--- src/rtl/xlat_pkg.sv ---
// rtl/xlat_pkg.sv - shared state encoding and constants for the ECL->TTL translator arbiter
package xlat_pkg;

  localparam int XLAT_W   = 6;
  localparam int CLRP_CYC = 2;

  typedef enum logic [2:0] {
    IDLE   = 3'd0,
    SETUP  = 3'd1,
    STROBE = 3'd2,
    SETTLE = 3'd3,
    DONE   = 3'd4,
    CLRP   = 3'd5
  } xlat_state_e;

endpackage

--- src/rtl/rr_arbiter.sv ---
// rtl/rr_arbiter.sv - combinational round-robin pick: first requester at or after ptr
module rr_arbiter #(
  parameter int NREQ  = 4,
  parameter int PTR_W = (NREQ > 1) ? $clog2(NREQ) : 1
) (
  input  logic [NREQ-1:0]  REQ,
  input  logic [PTR_W-1:0] ptr,
  output logic [NREQ-1:0]  pick,
  output logic             any_req
);

  logic found;
  int   idx;

  always_comb begin
    pick  = '0;
    found = 1'b0;
    idx   = 0;
    for (int i = 0; i < NREQ; i++) begin
      idx = int'(ptr) + i;
      if (idx >= NREQ) idx = idx - NREQ;
      if (!found && REQ[idx]) begin
        pick[idx] = 1'b1;
        found     = 1'b1;
      end
    end
  end

  assign any_req = |REQ;

endmodule

--- src/rtl/ecl_ttl_xlat_arbiter.sv ---
// rtl/ecl_ttl_xlat_arbiter.sv - shares one registered ECL->TTL latch among NREQ requesters
// Optional XQ readback compare is built when XLAT_READBACK_EN is defined.
module ecl_ttl_xlat_arbiter
  import xlat_pkg::*;
#(
  parameter int NREQ       = 4,
  parameter int SETUP_CYC  = 1,
  parameter int STROBE_CYC = 2,
  parameter int SETTLE_CYC = 2,
  parameter int CNT_W      = 4
) (
  input  logic                   CLK,
  input  logic                   MR,
  input  logic [NREQ-1:0]        REQ,
  input  logic [XLAT_W*NREQ-1:0] DATA,
  input  logic                   CLR,
  output logic [NREQ-1:0]        ACK,
  output logic [NREQ-1:0]        GNT,
  output logic                   BUSY,
  output logic [XLAT_W-1:0]      XD,
  output logic                   XCLK,
  output logic                   XMR
`ifdef XLAT_READBACK_EN
  ,
  input  logic [XLAT_W-1:0]      XQ,
  output logic                   RB_ERR,
  output logic [7:0]             RB_CNT
`endif
);

  localparam int PTR_W = (NREQ > 1) ? $clog2(NREQ) : 1;

  xlat_state_e       state;
  logic [CNT_W-1:0]  cnt;
  logic [PTR_W-1:0]  ptr;
  logic [PTR_W-1:0]  gnt_idx;
  logic              clr_pend;

  logic [NREQ-1:0]   pick;
  logic              any_req;
  logic [PTR_W-1:0]  pick_idx;
  logic [XLAT_W-1:0] pick_data;
  logic [PTR_W-1:0]  ptr_next;

  rr_arbiter #(
    .NREQ  (NREQ),
    .PTR_W (PTR_W)
  ) u_rr (
    .REQ     (REQ),
    .ptr     (ptr),
    .pick    (pick),
    .any_req (any_req)
  );

  always_comb begin
    pick_idx  = '0;
    pick_data = '0;
    for (int i = 0; i < NREQ; i++) begin
      if (pick[i]) begin
        pick_idx  = PTR_W'(i);
        pick_data = DATA[XLAT_W*i +: XLAT_W];
      end
    end
  end

  assign ptr_next = (gnt_idx == PTR_W'(NREQ - 1)) ? '0 : gnt_idx + 1'b1;

  always_ff @(posedge CLK) begin
    if (MR) begin
      state    <= IDLE;
      cnt      <= '0;
      ptr      <= '0;
      gnt_idx  <= '0;
      clr_pend <= 1'b0;
      GNT      <= '0;
      ACK      <= '0;
      BUSY     <= 1'b0;
      XD       <= '0;
      XCLK     <= 1'b0;
      XMR      <= 1'b1;
    end else begin
      ACK <= '0;
      // A clear request arriving mid-transaction waits for the next IDLE.
      if (CLR && state != IDLE) clr_pend <= 1'b1;
      case (state)
        IDLE: begin
          XMR <= 1'b0;
          if (CLR || clr_pend) begin
            state    <= CLRP;
            cnt      <= CNT_W'(CLRP_CYC - 1);
            XMR      <= 1'b1;
            BUSY     <= 1'b1;
            clr_pend <= 1'b0;
          end else if (any_req) begin
            state   <= SETUP;
            cnt     <= CNT_W'(SETUP_CYC - 1);
            GNT     <= pick;
            gnt_idx <= pick_idx;
            XD      <= pick_data;
            BUSY    <= 1'b1;
          end
        end
        SETUP: begin
          if (cnt == '0) begin
            state <= STROBE;
            cnt   <= CNT_W'(STROBE_CYC - 1);
            XCLK  <= 1'b1;
          end else begin
            cnt <= cnt - 1'b1;
          end
        end
        STROBE: begin
          if (cnt == '0) begin
            state <= SETTLE;
            cnt   <= CNT_W'(SETTLE_CYC - 1);
            XCLK  <= 1'b0;
          end else begin
            cnt <= cnt - 1'b1;
          end
        end
        SETTLE: begin
          if (cnt == '0) begin
            state <= DONE;
            ACK   <= GNT;
          end else begin
            cnt <= cnt - 1'b1;
          end
        end
        DONE: begin
          state <= IDLE;
          GNT   <= '0;
          BUSY  <= 1'b0;
          ptr   <= ptr_next;
        end
        CLRP: begin
          if (cnt == '0) begin
            state <= IDLE;
            XMR   <= 1'b0;
            BUSY  <= 1'b0;
          end else begin
            cnt <= cnt - 1'b1;
          end
        end
        default: begin
          state <= IDLE;
          GNT   <= '0;
          BUSY  <= 1'b0;
          XCLK  <= 1'b0;
        end
      endcase
    end
  end

`ifdef XLAT_READBACK_EN
  logic clr_chk;

  // XQ must follow XD by DONE, and must read zero on the first IDLE after a clear pulse.
  always_ff @(posedge CLK) begin
    if (MR) begin
      RB_ERR  <= 1'b0;
      RB_CNT  <= '0;
      clr_chk <= 1'b0;
    end else begin
      clr_chk <= (state == CLRP) && (cnt == '0);
      if ((state == DONE && XQ != XD) || (state == IDLE && clr_chk && XQ != '0)) begin
        RB_ERR <= 1'b1;
        if (RB_CNT != 8'hFF) RB_CNT <= RB_CNT + 8'd1;
      end
    end
  end
`endif

endmodule

--- config.mk ---
export PLATFORM = sky130hd
export DESIGN_NAME = ecl_ttl_xlat_arbiter
export DESIGN_NICKNAME = d
export VERILOG_FILES = /design/src/rtl/xlat_pkg.sv /design/src/rtl/rr_arbiter.sv /design/src/rtl/ecl_ttl_xlat_arbiter.sv
export SDC_FILE = /design/constraint.sdc
export NUM_CORES = 1
export LEC_CHECK = 0
export ABC_AREA = 1
export CAP_MARGIN = 20
export CORE_UTILIZATION = 45
export DETAILED_ROUTE_END_ITERATION = 10
export PLACE_DENSITY = 0.77
export SKIP_CTS_REPAIR_TIMING = 1
export SLEW_MARGIN = 20
export SYNTH_ARGS = -nofsm -noshare
export SYNTH_HDL_FRONTEND = slang
export SYNTH_SLANG_ARGS = --single-unit
export TNS_END_PERCENT = 10
--- constraint.sdc ---
create_clock -name CLK -period 2.8 [get_ports CLK]
set_input_delay 0.56 -clock CLK [delete_from_list [all_inputs] [get_ports CLK]]
set_output_delay 0.56 -clock CLK [all_outputs]
set_load 0.01 [all_outputs]
# == Word-level counts from Yosys, hierarchy flattened ==
# Index checks and enable logic that the tools add are counted.
# totals
regBits,29
out_inout_bits,17
elab_cells,151
inputBits,31
# classes
n_eq_ne,14
bitwise_logic,9
mux,65
order_cmp,12
reduce_logical,31
addsub,9
# op_table
cell,count
$ge A32 B1 Y1 const B,4
$lt A32 B4 Y1 const B,4
$mux W32,4
$ge A32 B4 Y1 const B,3
$sub A32 B4 Y32 const B,3
$mux W4,10
$mux W1,24
$mux W6,4
$mux W3,6
$pmux W3 S5,1
$reduce_and A3 Y1,5
$ne A2 B2 Y1 const B,7
$or A4 B4 Y4,3
$pmux W4 S3,1
$reduce_or A4 Y1,3
$bmux W1 S2,4
$demux W1 S2,4
$logic_and A1 B1 Y1,8
$pmux W4 S2,1
$add A2 B2 Y3 const B,2
$eq A3 B2 Y1 const B,2
$eq A3 B3 Y1 const B,2
$mux W2,3
$not A1 Y1,6
20 further kinds,26

# == Logic depth before layout (Yosys ltp) ==
# logic_depth
depth_word,19
ltp_mapped,15

# == Modules after synthesis ==
# Synthesis repeated with hierarchy kept, for this count alone.
# unflattened
hier_cells,315
area_unflattened_um2,1956.9
# by_module_without_submodules
module,area_per_inst_um2,instances,seq_area_each_um2,cells_per_inst
ecl_ttl_xlat_arbiter,1529.0,1,580.6,239
rr_arbiter,427.9,1,0.0,76

# == Least setup slack after synthesis ==
# No wires, ideal clock.
# synth_timing
kind,register to register
from,register ptr[0]
to,register XD[2]
path_stages_with_launch,14
t_arrival_ns,1.882
synth_period_minus_slack_ns,2.014
t_required_ns,2.668
n_path_buf,1
path_slack_ns,0.786
cell_sequence,dfxtp_1 > inv_2 > ha_1 > inv_1 > nand3_1 > nand2_1 > nand2_4 > nor3b_4 > nor2_4 > buf_6 > nand3_1 > nor2_1 > nor2_1 > a21oi_1
# synth_between
elab_chain_len,19
word_cells_on_any_way,67
# synth_lines
item,line,source
"start, declared",ecl_ttl_xlat_arbiter.sv:35,logic [PTR_W-1:0] ptr;
"start signal, assigned",ecl_ttl_xlat_arbiter.sv:133,ptr <= ptr_next;
"parallel branches: the longest is 14 deep, another holds $sub A32 B4 Y32",-,
$mux W4 (*),rr_arbiter.sv:22,if (!found && REQ[idx]) begin
$mux W6 (3 in a row),ecl_ttl_xlat_arbiter.sv:59,if (pick[i]) begin
$mux W6 (*),ecl_ttl_xlat_arbiter.sv:59,
"end signal, assigned",ecl_ttl_xlat_arbiter.sv:99,XD <= pick_data;
"end, declared",ecl_ttl_xlat_arbiter.sv:20,"output logic [XLAT_W-1:0] XD,"
# Every way passes the cells marked *. The select of a mux whose other input is x is not followed.
# A chain may end at the register's enable or synchronous reset.

# == Final worst setup path ==
# layout_timing
from,register ptr[0]
to,register XD[4]
# Same word-level chain as after synthesis.

==> results_dict.tcl <==
set metrics [dict create \
    post-route-drc-count 0 \
    timing.setup.tns_ns 0 \
    critical-path-top-delay-family "simple AND/OR/NAND/NOR gates" \
    layout.nets 385 \
    worst_setup_hold_path_clk_slew_ns 0.07 \
    globalRouteTotalUtil 0.2295 \
    grt_first_pass_wirelength_mm 7.748 \
    crit_buf_inv 4 \
    globalRoute.totalOverflow 0 \
    path_cells "inv_2 > ha_1 > inv_1 > nand3_1 > nand2_1 > nand2_4 > inv_2 > nand3_2 > nand2_2 > nor2_4 > inv_2 > nand2_1 > nand2_1 > nand2_1 > a21oi_1" \
    drtPass1Iterations 4 \
    slowest_delay_ns 0.52 \
    intPower_mw 1.203 \
    synth_top_family_by_area "simple AND/OR/NAND/NOR gates" \
    fin_worst_skew_ns 0.007277 \
    grt_max_degree 16 \
    maxSlewViolCount 0 \
    pin_count 48 \
    synthCells 295 \
    drive_gt1_frac 0.09510 \
    cell_total_after_placement 389 \
    port_buffers 47 \
    timing.hold.ws_ns 0.4394 \
    seqPwrFrac 0.273 \
    post_synth_main_area_contributors "dfxtp_1 31%, nand2_1 16%, nand3_1 11%" \
    finalWorstPathRequiredPeriod_ns 2.426 \
    critPathCaptureType "flip-flop" \
    comb_power_share 0.581 \
    diode_insertion_count_for_antenna_repair 0 \
    worstHoldPathCells 2 \
    cp_data_arrival_time_ns 2.60 \
    layout.core_utilization 0.6221 \
    hold_path.startpoint "GNT[0]$_SDFFE_PP0P_" \
    final.setup.worst_slack_ns 0.3741 \
    max-slew-margin-rel 0.7375 \
    reg2reg_depth 15 \
    insertion_delay_ns 0.28 \
    tritoncts_num_sinks 29 \
    xor_xnor_fraction_of_synth_area 0.004657 \
    timing_worst_setup_path_type "reg2reg" \
    drtAntennaViolNets 0 \
    place.detailed.hpwl_mm 3.594 \
    actual_transition_at_the_worst_max_transition_pin_ns 0.3908 \
    syn_nets 334 \
    cellLeakagePower_nw 1.150 \
    fp.dieArea_um2 4442 \
    synthAdderAreaFrac 0.05323 \
    cts_root_buf "clkbuf_8" \
    tritoncts "done" \
    clock_tree.buffer_depth 2 \
    rsz_0062_raised_after_global_routing "no" \
    core_area_um2 4000 \
    timing_hold_violations_final 0 \
    antenna_violations_before_repair 0 \
    start_util 0.4701 \
    synth.distinct_cells 26 \
    die-height_um 66.65 \
    setup_viol 0 \
    timing.critical_path.mode_cell "nand2_1" \
    first_iter_violations 94 \
    drt-wirelength-per-cell_um 12.15 \
    power_density_nw_per_um2 934.5 \
    fraction_of_the_cycle_the_final_worst_path_needs 0.8664 \
    ys_seq_area_frac 0.3087 \
    post_dp_cell_area_um2 2402 \
    ir_drop_mv 0.4567 \
    worst_setup_sp_type "flip-flop" \
    share_of_total_power_in_the_clock_network 0.146 \
    hold_path_class "reg2reg" \
    viasPerCell 4.990 \
    result_of_the_run "complete, no violations" \
    drv.max_cap_violation_count 0 \
    rr_endpoint "XD[4]$_SDFFE_PP0P_" \
    cts-htree-levels 2 \
    whs_endpoint "ACK[0]$_SDFF_PP0_" \
    synth_top_cell_area_share 0.3087 \
    via_count 1981 \
    dpl_ws_ns 0.2925 \
    synthMuxAreaShare 0 \
    vias_in_the_first_global_route 1820 \
    ys.warnings.count 0 \
    synth_compound_area_frac 0.1071 \
    post-route-cell-area_um2 2489 \
    die_x_um 66.65 \
    numCtsBuffers 5 \
    slowest_stage "dfxtp_1" \
    max_freq_mhz 412.2 \
    critical_path_peak_fanout 14 \
    synth_seq_cells 29 \
    syn_area_per_cell_um2 6.375 \
    place.gp.congestion 0.9090 \
    switching_share 0.4828 \
    instances_no_fill 397 \
    synthToLayoutAreaGrowth_pct 32.34 \
    synth_largest_area_cell "dfxtp_1" \
    post_synth_and_or_nand_nor_area_fraction 0.4365 \
    power.total_mw 2.326 \
    synthesis.area_um2 1881 \
    fp-row-count 23 \
    rr_startpoint "ptr[0]$_SDFFE_PP0N_" \
    reg2reg_setup_slack_ns 0.37 \
    switching_power_mw 1.123 \
    wirelength_mm 4.825 \
    critPathRequiredTime_ns 2.97 \
]
-- sequential cells by signal, summed over array words and instances (netlist names) --
signal    flops
XD            6
ACK           4
GNT           4
cnt           4
state         3
gnt_idx       2
ptr           2
BUSY          1
XCLK          1
XMR           1
clr_pend      1
-- cells in the final DEF (no fill, tap or decap) --
cell type	synthesis	final
nor2_4	1	1
xor2_1	1	1
nor4_1	1	1
nand2_4	2	2
inv_1	31	31
buf_4	0	2
inv_2	6	6
nand3_2	5	5
nand3_1	42	42
a31oi_1	2	2
a211oi_1	1	1
clkinv_2	0	2
clkdlybuf4s50_1	0	47
nor3b_4	1	1
clkinv_1	1	1
nand3_4	1	1
o211ai_1	2	2
nor2_1	32	32
nor2_2	3	3
o21ai_0	10	10
dfxtp_1	29	29
clkinvlp_4	0	1
nand2_1	80	80
o22ai_1	1	1
nor3_1	4	4
nand2_2	4	4
ha_1	8	8
clkbuf_8	0	5
a21oi_1	22	22
-- synth_stat cells, drive strengths merged --
cell type / instances
dfxtp: 29
nor4: 1
o22ai: 1
o21ai: 10
a31oi: 2
clkbuf: 4
clkinv: 1
nor3: 4
nor3b: 1
nor2: 36
buf: 1
ha: 8
nand2: 86
o211ai: 2
a21oi: 22
a211oi: 1
inv: 37
xor2: 1
nand3: 48
-- worst min-delay path, cell delays in order, from the launching register on --
cell and delay [ns]:
dfxtp_1 0.32, inv_1 0.05, nor2_1 0.03
-- layer usage --
| metal | track usage | vias up | wire length [um] |
|---|---|---|---|
| li1 | - | 1054 | - |
| met1 | 0.2750 | 859 | 2230 |
| met2 | 0.4015 | 61 | 2203 |
| met3 | 0.05137 | 7 | 328 |
| met4 | 0.07181 | 0 | 63 |
| met5 | 0 | - | 0 |
-- worst max-delay path by stage --
stage / end / cells past startpoint / from / slack [ns]
3_3_place_gp: XD[4]$_SDFFE_PP0P_ / 14 / REQ[3] / 0.35
2_1_floorplan: XD[2]$_SDFFE_PP0P_ / 13 / ptr[0]$_SDFFE_PP0N_ / 0.79
3_5_place_dp: XD[4]$_SDFFE_PP0P_ / 14 / REQ[1] / 0.29
6_report: XD[4]$_SDFFE_PP0P_ / 15 / ptr[0]$_SDFFE_PP0N_ / 0.37
5_1_grt: XD[0]$_SDFFE_PP0P_ / 12 / ptr[0]$_SDFFE_PP0N_ / 0.17
4_1_cts: XD[4]$_SDFFE_PP0P_ / 15 / ptr[0]$_SDFFE_PP0N_ / 0.40
-- layout make-up --
type | instances | area, um^2
Timing Repair Buffer | 49 | 485.5
Clock inverter | 3 | 17.52
Multi-Input combinational cell | 223 | 1131
Sequential cell | 29 | 580.6
Fill cell | 388 | 1511
Inverter | 38 | 142.6
Tap cell | 50 | 62.56
Clock buffer | 5 | 68.82
-- cells by family after synthesis --
family	Yosys count
and+or+nand+nor	176
buffers and inverters	43
AOI/OAI and AO/OA	38
DFF	29
adders and majority gates	8
xor gates and xnor gates	1
-- power groups by stage --
stage,Sequential [mW],Clock [mW],Combinational [mW]
floorplan,0.651,0,0.939
global placement,0.638,0,1.32
detailed placement,0.642,0,1.33
CTS,0.633,0.349,1.34
global route,0.650,0.370,1.51
finish,0.636,0.339,1.35
(Power assumes the default switching activity.)
